**src/rtl/riscv_mc_ctrl_if.sv**
```systemverilog
// Interface bundle for the multicycle RISC-V controller.
// master: the controller, which takes IR fields and handshakes and drives datapath controls.
// slave:  the datapath side.
interface riscv_mc_ctrl_if;
    logic [6:0] op;
    logic [2:0] funct3;
    logic       funct7b5;
    logic       memready;
    logic       btaken;
    logic [3:0] alucontrol;
    logic [1:0] alusrca;
    logic [1:0] alusrcb;
    logic [1:0] resultsrc;
    logic [1:0] immsrc;
    logic       adrsrc;
    logic       irwrite;
    logic       pcwrite;
    logic       regwrite;
    logic       memwrite;
    logic [3:0] state;
    logic       illegal;

    modport master (
        input  op, funct3, funct7b5, memready, btaken,
        output alucontrol, alusrca, alusrcb, resultsrc, immsrc,
               adrsrc, irwrite, pcwrite, regwrite, memwrite, state, illegal
    );

    modport slave (
        output op, funct3, funct7b5, memready, btaken,
        input  alucontrol, alusrca, alusrcb, resultsrc, immsrc,
               adrsrc, irwrite, pcwrite, regwrite, memwrite, state, illegal
    );
endinterface

```
**src/rtl/riscv_mc_ctrl.sv**
```systemverilog
// Multicycle RISC-V (RV32I subset: lw, sw, R/I ALU, beq, jal) Moore control FSM.
// Optional macro RISCV_MC_CTRL_TRAP_EN: an illegal decode enters a sticky TRAP
// state and raises illegal. Without it, an illegal decode is a NOP back to FETCH.
module riscv_mc_ctrl (
    input  logic            clk,
    input  logic            reset,
    riscv_mc_ctrl_if.master bus
);

`ifdef RISCV_MC_CTRL_TRAP_EN
    localparam logic TRAP_EN = 1'b1;
`else
    localparam logic TRAP_EN = 1'b0;
`endif

    localparam logic [6:0] OP_LOAD   = 7'b0000011;
    localparam logic [6:0] OP_STORE  = 7'b0100011;
    localparam logic [6:0] OP_RTYPE  = 7'b0110011;
    localparam logic [6:0] OP_ITYPE  = 7'b0010011;
    localparam logic [6:0] OP_JAL    = 7'b1101111;
    localparam logic [6:0] OP_BRANCH = 7'b1100011;

    typedef enum logic [3:0] {
        FETCH    = 4'd0,
        DECODE   = 4'd1,
        MEMADR   = 4'd2,
        MEMREAD  = 4'd3,
        MEMWB    = 4'd4,
        MEMWRITE = 4'd5,
        EXECR    = 4'd6,
        ALUWB    = 4'd7,
        EXECI    = 4'd8,
        JAL      = 4'd9,
        BEQ      = 4'd10,
        TRAP     = 4'd11
    } state_t;

    typedef struct packed {
        logic [1:0] alusrca;
        logic [1:0] alusrcb;
        logic [1:0] resultsrc;
        logic [3:0] alucontrol;
        logic       adrsrc;
        logic       regwrite;
        logic       memwrite;
        logic       pcwrite;
    } ctl_t;

    localparam ctl_t CTL_FETCH = '{alusrca: 2'b00, alusrcb: 2'b10, resultsrc: 2'b10,
                                   alucontrol: 4'b0000, adrsrc: 1'b0, regwrite: 1'b0,
                                   memwrite: 1'b0, pcwrite: 1'b0};

    state_t state_q;
    state_t state_d;
    ctl_t   ctl_q;
    ctl_t   ctl_d;
    logic   illegal_q;
    logic   alu_f3_ok;
    logic   legal;
    logic   in_fetch;
    logic   in_beq;

    // Registered control word for a state; memready/btaken-qualified strobes are added outside
    function automatic ctl_t ctl_for(input state_t s, input logic [2:0] f3, input logic f7b5);
        ctl_t c;
        c = '0;
        case (s)
            FETCH:    c = CTL_FETCH;
            DECODE:   begin c.alusrca = 2'b01; c.alusrcb = 2'b01; end
            MEMADR:   begin c.alusrca = 2'b10; c.alusrcb = 2'b01; end
            MEMREAD:  c.adrsrc = 1'b1;
            MEMWB:    begin c.resultsrc = 2'b01; c.regwrite = 1'b1; end
            MEMWRITE: begin c.adrsrc = 1'b1; c.memwrite = 1'b1; end
            EXECR:    begin c.alusrca = 2'b10; c.alucontrol = {f7b5, f3}; end
            EXECI:    begin c.alusrca = 2'b10; c.alusrcb = 2'b01; c.alucontrol = {1'b0, f3}; end
            ALUWB:    c.regwrite = 1'b1;
            JAL:      begin c.alusrca = 2'b01; c.alusrcb = 2'b10; c.pcwrite = 1'b1; end
            BEQ:      c.alusrca = 2'b10;
            default:  c = '0;
        endcase
        return c;
    endfunction

    // Legality check of the instruction held in the IR
    always_comb begin
        alu_f3_ok = (bus.funct3 == 3'b000) || (bus.funct3 == 3'b010) ||
                    (bus.funct3 == 3'b110) || (bus.funct3 == 3'b111);
        case (bus.op)
            OP_LOAD, OP_STORE: legal = (bus.funct3 == 3'b010);
            OP_RTYPE:          legal = alu_f3_ok && (!bus.funct7b5 || (bus.funct3 == 3'b000));
            OP_ITYPE:          legal = alu_f3_ok;
            OP_BRANCH:         legal = (bus.funct3 == 3'b000);
            OP_JAL:            legal = 1'b1;
            default:           legal = 1'b0;
        endcase
    end

    // Next-state selection
    always_comb begin
        state_d = state_q;
        case (state_q)
            FETCH:    if (bus.memready) state_d = DECODE;
            DECODE: begin
                if (!legal) begin
                    state_d = TRAP_EN ? TRAP : FETCH;
                end else begin
                    case (bus.op)
                        OP_LOAD, OP_STORE: state_d = MEMADR;
                        OP_RTYPE:          state_d = EXECR;
                        OP_ITYPE:          state_d = EXECI;
                        OP_JAL:            state_d = JAL;
                        OP_BRANCH:         state_d = BEQ;
                        default:           state_d = FETCH;
                    endcase
                end
            end
            MEMADR:   state_d = bus.op[5] ? MEMWRITE : MEMREAD;
            MEMREAD:  if (bus.memready) state_d = MEMWB;
            MEMWB:    state_d = FETCH;
            MEMWRITE: if (bus.memready) state_d = FETCH;
            EXECR:    state_d = ALUWB;
            EXECI:    state_d = ALUWB;
            ALUWB:    state_d = FETCH;
            JAL:      state_d = ALUWB;
            BEQ:      state_d = FETCH;
            TRAP:     state_d = TRAP_EN ? TRAP : FETCH;
            default:  state_d = FETCH;
        endcase
        ctl_d = ctl_for(state_d, bus.funct3, bus.funct7b5);
    end

    // State, registered control word and sticky illegal flag
    always_ff @(posedge clk or posedge reset) begin
        if (reset) begin
            state_q   <= FETCH;
            ctl_q     <= CTL_FETCH;
            illegal_q <= 1'b0;
        end else begin
            state_q   <= state_d;
            ctl_q     <= ctl_d;
            illegal_q <= illegal_q | (TRAP_EN & (state_d == TRAP));
        end
    end

    // FETCH and BEQ strobes follow memready/btaken in the same cycle, so they are
    // qualified by the registered state and held off directly by reset.
    assign in_fetch = (state_q == FETCH);
    assign in_beq   = (state_q == BEQ);

    assign bus.irwrite    = !reset && in_fetch && bus.memready;
    assign bus.pcwrite    = !reset && (ctl_q.pcwrite || (in_fetch && bus.memready) ||
                                       (in_beq && bus.btaken));
    assign bus.regwrite   = ctl_q.regwrite;
    assign bus.memwrite   = ctl_q.memwrite;
    assign bus.adrsrc     = ctl_q.adrsrc;
    assign bus.alusrca    = ctl_q.alusrca;
    assign bus.alusrcb    = ctl_q.alusrcb;
    assign bus.resultsrc  = ctl_q.resultsrc;
    assign bus.alucontrol = ctl_q.alucontrol;
    assign bus.state      = state_q;
    assign bus.illegal    = illegal_q;

    // Immediate format straight from the opcode
    always_comb begin
        case (bus.op)
            OP_STORE:  bus.immsrc = 2'b01;
            OP_BRANCH: bus.immsrc = 2'b10;
            OP_JAL:    bus.immsrc = 2'b11;
            default:   bus.immsrc = 2'b00;
        endcase
    end

endmodule

```
**src/flat_wrapper.sv**
```systemverilog
// flat-port wrapper written by rule: the top's interface ports become plain ports
module riscv_mc_ctrl_flat 
  (clk, reset, bus_op, bus_funct3, bus_funct7b5, bus_memready, bus_btaken, bus_alucontrol, bus_alusrca, bus_alusrcb, bus_resultsrc, bus_immsrc, bus_adrsrc, bus_irwrite, bus_pcwrite, bus_regwrite, bus_memwrite, bus_state, bus_illegal);
  riscv_mc_ctrl_if bus_i ();
  input  logic clk;
  input  logic reset;
  input wire logic [$bits(bus_i.op)-1:0] bus_op;
  input wire logic [$bits(bus_i.funct3)-1:0] bus_funct3;
  input wire logic [$bits(bus_i.funct7b5)-1:0] bus_funct7b5;
  input wire logic [$bits(bus_i.memready)-1:0] bus_memready;
  input wire logic [$bits(bus_i.btaken)-1:0] bus_btaken;
  output wire logic [$bits(bus_i.alucontrol)-1:0] bus_alucontrol;
  output wire logic [$bits(bus_i.alusrca)-1:0] bus_alusrca;
  output wire logic [$bits(bus_i.alusrcb)-1:0] bus_alusrcb;
  output wire logic [$bits(bus_i.resultsrc)-1:0] bus_resultsrc;
  output wire logic [$bits(bus_i.immsrc)-1:0] bus_immsrc;
  output wire logic [$bits(bus_i.adrsrc)-1:0] bus_adrsrc;
  output wire logic [$bits(bus_i.irwrite)-1:0] bus_irwrite;
  output wire logic [$bits(bus_i.pcwrite)-1:0] bus_pcwrite;
  output wire logic [$bits(bus_i.regwrite)-1:0] bus_regwrite;
  output wire logic [$bits(bus_i.memwrite)-1:0] bus_memwrite;
  output wire logic [$bits(bus_i.state)-1:0] bus_state;
  output wire logic [$bits(bus_i.illegal)-1:0] bus_illegal;
  assign bus_i.op = bus_op;
  assign bus_i.funct3 = bus_funct3;
  assign bus_i.funct7b5 = bus_funct7b5;
  assign bus_i.memready = bus_memready;
  assign bus_i.btaken = bus_btaken;
  assign bus_alucontrol = bus_i.alucontrol;
  assign bus_alusrca = bus_i.alusrca;
  assign bus_alusrcb = bus_i.alusrcb;
  assign bus_resultsrc = bus_i.resultsrc;
  assign bus_immsrc = bus_i.immsrc;
  assign bus_adrsrc = bus_i.adrsrc;
  assign bus_irwrite = bus_i.irwrite;
  assign bus_pcwrite = bus_i.pcwrite;
  assign bus_regwrite = bus_i.regwrite;
  assign bus_memwrite = bus_i.memwrite;
  assign bus_state = bus_i.state;
  assign bus_illegal = bus_i.illegal;
  riscv_mc_ctrl u_core (.clk(clk), .reset(reset), .bus(bus_i));
endmodule
```
**config.mk**
```make
export PLATFORM = sky130hd
export DESIGN_NAME = riscv_mc_ctrl_flat
export DESIGN_NICKNAME = d
export VERILOG_FILES = /design/src/rtl/riscv_mc_ctrl_if.sv /design/src/rtl/riscv_mc_ctrl.sv /design/src/flat_wrapper.sv
export SDC_FILE = /design/constraint.sdc
export NUM_CORES = 1
export LEC_CHECK = 0
export CORE_AREA = 10 10 73 75
export DETAILED_ROUTE_END_ITERATION = 12
export DIE_AREA = 0 0 83 85
export GPL_ROUTABILITY_DRIVEN = 0
export SYNTH_ARGS = -nofsm -noshare
export SYNTH_HDL_FRONTEND = slang
export SYNTH_SLANG_ARGS = --single-unit
export TNS_END_PERCENT = 50
```
**constraint.sdc**
```tcl
create_clock -name clk -period 3.05 [get_ports clk]
set_input_delay 0.305 -clock clk [delete_from_list [all_inputs] [get_ports clk]]
set_output_delay 0.305 -clock clk [all_outputs]
set_load 0.005 [all_outputs]
```
Yosys cells after proc, flatten, opt, wreduce, memory -nomap -nowiden
Cells that the tools add are included.
- memories kept: 0
- word-level logic and storage cells: 78
- latch bits: 0
- memory bits (writable): 0
- bits in read-only memories: 0
- register bits after elaboration: 18
- output and inout bits: 22
- divide/modulo/power cells: 0
- $add $sub $neg: 0
- mux-type cells: 17
- order comparisons: 0
- equality and inequality tests: 27
- bitwise gates (word level): 0
- $mul: 0
- reductions and logical operators: 25
- shifts and indexed selects: 0
- operators with widths (operator ; count):
    4-bit by 3-bit == test with 1-bit output, second input constant ; 6
    4-bit == test, second input constant ; 6
    4-bit case mux with 6 select lines ; 1
    4-bit case mux with 5 select lines ; 1
    4-bit by 2-bit == test with 1-bit output, second input constant ; 4
    4-bit 2-to-1 mux ; 4
    7-bit by 6-bit == test with 1-bit output, second input constant ; 2
    7-bit == test, second input constant ; 2
    2-bit case mux with 2 select lines ; 3
    2-bit OR reduction ; 5
    4-bit by 1-bit == test with 1-bit output, second input constant ; 2
    4-bit logical NOT ; 2
    4-bit case mux with 2 select lines ; 1
    7-bit by 2-bit == test with 1-bit output, second input constant ; 1
    7-bit by 5-bit == test with 1-bit output, second input constant ; 1
    3-bit == test, second input constant ; 2
    1-bit logical AND ; 6
    1-bit logical OR ; 6
    2-bit case mux with 3 select lines ; 1
    3-bit OR reduction ; 2
    1-bit case mux with 5 select lines ; 1
    1-bit 2-to-1 mux ; 4
    4-bit OR reduction ; 1
    3-bit by 2-bit == test with 1-bit output, second input constant ; 1
    3 further kinds ; 4

Logic depth before layout (Yosys ltp)
- word-level depth: 11
- gate-level depth with buffers: 7

Worst setup path before layout
OpenSTA, ideal clock, no wires.
- kind: reg-to-output
- start: register u_core.state_q[1] (netlist: u_core.bus.state[1])
- end: output bus_pcwrite
- arrival time: 1.388 ns
- setup slack: 1.357 ns
- cell stages (with the launch flop): 5
- path buffers: 1
- data required time: 2.745 ns
- path through: dfrtp_1 buf_6 or3b_1 or3_1 a21oi_1
- cells in the longest elaborated chain, start to end: 5
- ends and longest elaborated chain (what ; line ; RTL):
    from (decl) ; riscv_mc_ctrl.sv:53 ; state_t state_q;
    from (signal assigned) ; riscv_mc_ctrl.sv:139 ; state_q <= state_d;
    4-bit logical NOT ; riscv_mc_ctrl.sv:147 ; assign in_fetch = (state_q == FETCH);
    1-bit logical AND ; riscv_mc_ctrl.sv:151 ; assign bus.pcwrite = !reset && (ctl_q.pcwrite || (in_fetch && bus.memready) ||
    1-bit logical OR ; riscv_mc_ctrl.sv:151 ;
    1-bit logical OR * ; riscv_mc_ctrl.sv:151 ;
    1-bit logical AND * ; riscv_mc_ctrl.sv:151 ;
    to (decl) ; flat_wrapper.sv:19 ; output wire logic [$bits(bus_i.pcwrite)-1:0] bus_pcwrite;
Mark *: on every way between the ends. The rest lies on a longest branch, timed or not.

Worst setup path after layout
- start: input bus_memready
- end: output bus_pcwrite
- cells in the longest elaborated chain, start to end: 4
- ends and longest elaborated chain (what ; line ; RTL):
    from (decl) ; flat_wrapper.sv:10 ; input wire logic [$bits(bus_i.memready)-1:0] bus_memready;
    1-bit logical AND ; riscv_mc_ctrl.sv:151 ;
    1-bit logical OR (2 in series) ; riscv_mc_ctrl.sv:151 ;
    1-bit logical AND ; riscv_mc_ctrl.sv:151 ;
Every way passes these cells.

==> impl_metrics.csv <==
group,metric,value,unit
placement,hpwl,2.28,mm
critical_path,crit_chain,"clkdlybuf4s50_1, or3b_1, or3_1, a21oi_1, clkdlybuf4s50_1",
die,pin_count,37,
placement,io_buffers,35,
power_and_ir_drop,peakVddDrop,107,uV
yosys,synth_seq_cells,18,
critical_path,r2r_slack,1140,ps
critical_path,critical_path_buf_inv_count,2,
clock_network,holdBufCountCts,0,
yosys,synth_nets,142,
global_route,grt_pass1_wl,4.95,mm
global_route,grt_max_degree,19,
global_route,grt_pass1_vias,999,
global_route,gr-total-overflow,0,
finish,fin_nets,168,
timing,min_period_over_period,85.8,%
clock_network,worst_setup_hold_path_clk_slew,70,ps
flow_run,maxCapViolCount,0,
yosys,synth-seq-area-share,38.3,%
global_route,antenna_found_initial,0,
yosys,syn_inst,127,
critical_path,crit_slowest_cell,"clkdlybuf4s50_1",
timing,min_period,2620,ps
yosys,synth_area,1180,um^2
die,die-height,85,um
critical_path,slowest_delay,580,ps
die,fp-row-count,23,
detailed_routing,wl,2.80,mm
die,start_util,30.2,%
timing,slew_violations,0,
finish,syn_to_final_growth,30.9,%
detailed_routing,vias_per_cell,4.67,
clock_network,cts_tree,"yes",
yosys,synth_top_flop_cell,"dfrtp_1",
yosys,syn_avg_cell_area,9.30,um^2
clock_network,root_buffer,"clkbuf_8",
global_route,grt_usage,8.28,%
timing,hold_viol_final,0,
detailed_routing,dr.pass1.iters,4,
finish,drive_above_1_share,15.8,%
critical_path,end_kind,"output pin",
yosys,ys_types,53,
finish,layout_common_cells,"clkdlybuf4s50_1, dfrtp_1, nor2_1",
die,core_area,3910,um^2
timing,grt_setup_unrepaired,"no",
critical_path,cp_max_fo,7,
detailed_routing,vias,943,
detailed_routing,ant_nets,0,
clock_network,cts_buffer_depth,2,
clock_network,htreeDepth,1,
detailed_routing,post-route-drc-count,0,
clock_network,cts_num_sinks,18,
detailed_routing,post_drt_wl_per_cell,13.8,um
critical_path,cp-start-kind,"input pin",
detailed_routing,drt_iter0_drc,45,
critical_path,critPathTopFamily,"buffers and inverters",
clock_network,cts_buffers,3,
yosys,synth_edf_count,0,
finish,finalNonFillerCells,202,
critical_path,cp_common_cell,"clkdlybuf4s50_1",
clock_network,ctsResizeCount,0,
worst_hold_path,hp-class,"input pin to asynchronous set/reset pin",
critical_path,setup.worst_path.class,"input pin to output pin",
critical_path,cp.arrival,2310,ps
die,die_width,83,um
power_and_ir_drop,power_density,341,nW/um^2
yosys,synthArstFlopShare,100,%
clock_network,post_cts_buffers,0,
yosys,ys.warnings.count,0,
finish,n_antenna_cell,0,
die,dieArea,7060,um^2
timing,fmax,382,MHz
timing,tightestPinTransition,666,ps
timing,maxSlewHeadroom,55.5,%
run_status,status,"finished, final reports clean",
timing,fin_tns_setup,0,ps
power_and_ir_drop,p_leak,0.654,nW
timing,finalSetupViolations,0,
clock_network,clk_latency,250,ps
placement,dp_cells,198,
critical_path,worstPathRequired,2740,ps
finish,final_common_cell,"clkdlybuf4s50_1",
timing,skew,3.28,ps
[registers in the layout, indices dropped and copies added, names as in the netlist]
signal,flops
u_core.ctl_q,1
u_core.bus.state,4
u_core.bus.memwrite,1
u_core.bus.alusrca,2
u_core.bus.regwrite,1
u_core.bus.resultsrc,2
u_core.bus.adrsrc,1
u_core.bus.alusrcb,2
u_core.bus.alucontrol,4
[final timing paths]
check / start / to / cells past startpoint
max: bus_memready / bus_pcwrite / 5
min: reset / u_core.bus.alusrcb[0]$_DFF_PP0_ / 2
max reg2reg: u_core.bus.state[2]$_DFF_PP0_ / u_core.bus.alucontrol[1]$_DFF_PP0_ / 6
min reg2reg: u_core.bus.state[3]$_DFF_PP0_ / u_core.bus.resultsrc[0]$_DFF_PP0_ / 1
max in group asynchronous: reset / u_core.bus.regwrite$_DFF_PP0_ / 2
min in group clk: bus_funct3[0] / u_core.bus.alucontrol[0]$_DFF_PP0_ / 3
[worst reg2reg max path, delay by kind of cell (launching register included)]
kind / cells / cell delay, ps
flip-flops: 1 / 530
AND/OR/NAND/NOR: 2 / 620
AO/OA/AOI/OAI: 4 / 640
[cell type report]
class	instances	area, um^2
inverters	8	30.0
repair buffers	35	350
well taps	50	62.6
multi-input cells	87	596
fillers	396	2370
flip-flops and latches	18	453
clock buffers	4	55.1
[Yosys cell counts (all sizes together), types with 2 or more instances]
| cell | instances | area, um^2 |
|---|---|---|
| or2 | 2 | 12.5 |
| and3 | 3 | 25.0 |
| o21bai | 2 | 18.8 |
| nor2 | 16 | 67.6 |
| dfstp | 2 | 52.6 |
| or3 | 2 | 13.8 |
| or2b | 2 | 17.5 |
| and2 | 3 | 18.8 |
| nor3 | 6 | 35.0 |
| or3b | 2 | 20.0 |
| o21ai | 7 | 35.0 |
| inv | 7 | 26.3 |
| a21oi | 6 | 33.8 |
| nand2 | 6 | 22.5 |
| nand3 | 4 | 20.0 |
| and3b | 3 | 26.3 |
| and2b | 2 | 17.5 |
| a2111oi | 2 | 42.5 |
| dfrtp | 16 | 400 |
| nand2b | 3 | 21.3 |
| buf | 13 | 98.8 |
[cells by family (layout without fill, tap and decap cells)]
group / Yosys count / in the layout / synth area share [%]
AOI/OAI and AO/OA: 25 / 25 / 17.7
xor gates and xnor gates: 1 / 1 / 0.742
adders and majority gates: 1 / 1 / 0.847
buffers and inverters: 22 / 47 / 11.2
DFF: 18 / 18 / 38.3
other: 1 / 1 / 0.317
and+or+nand+nor: 59 / 59 / 30.8
[through the flow]
| stage | utilization [%] | hold WS, ps | total power, mW | cell area, um^2 | worst slack (ps) |
|---|---|---|---|---|---|
| after floorplan | - | 242 | 0.301 | 1180 | 1360 |
| after global placement | 38.1 | 671 | 0.341 | 1490 | 471 |
| after detailed placement | 38.1 | 679 | 0.343 | 1490 | 459 |
| after CTS | 39.5 | 534 | 0.537 | 1550 | 443 |
| after global routing | 39.5 | 605 | 0.559 | 1550 | 343 |
| final | 39.5 | 513 | 0.528 | 1550 | 433 |
[routing by layer]
metal	vias up	global-route usage, %	part of all wire, %	wire length (um)
li1	479	-	-	-
met1	429	9.71	45	1270
met2	30	13.0	45	1260
met3	5	2.77	7.0	196
met4	0	4.64	2.3	65
met5	-	0	0	0
[report_power, final]
group	internal (mW)	switching (mW)
clock network	0.115	0.0755
registers	0.246	0.00423
logic	0.0472	0.0402
No activity file was read; power rests on OpenSTA's default activity.
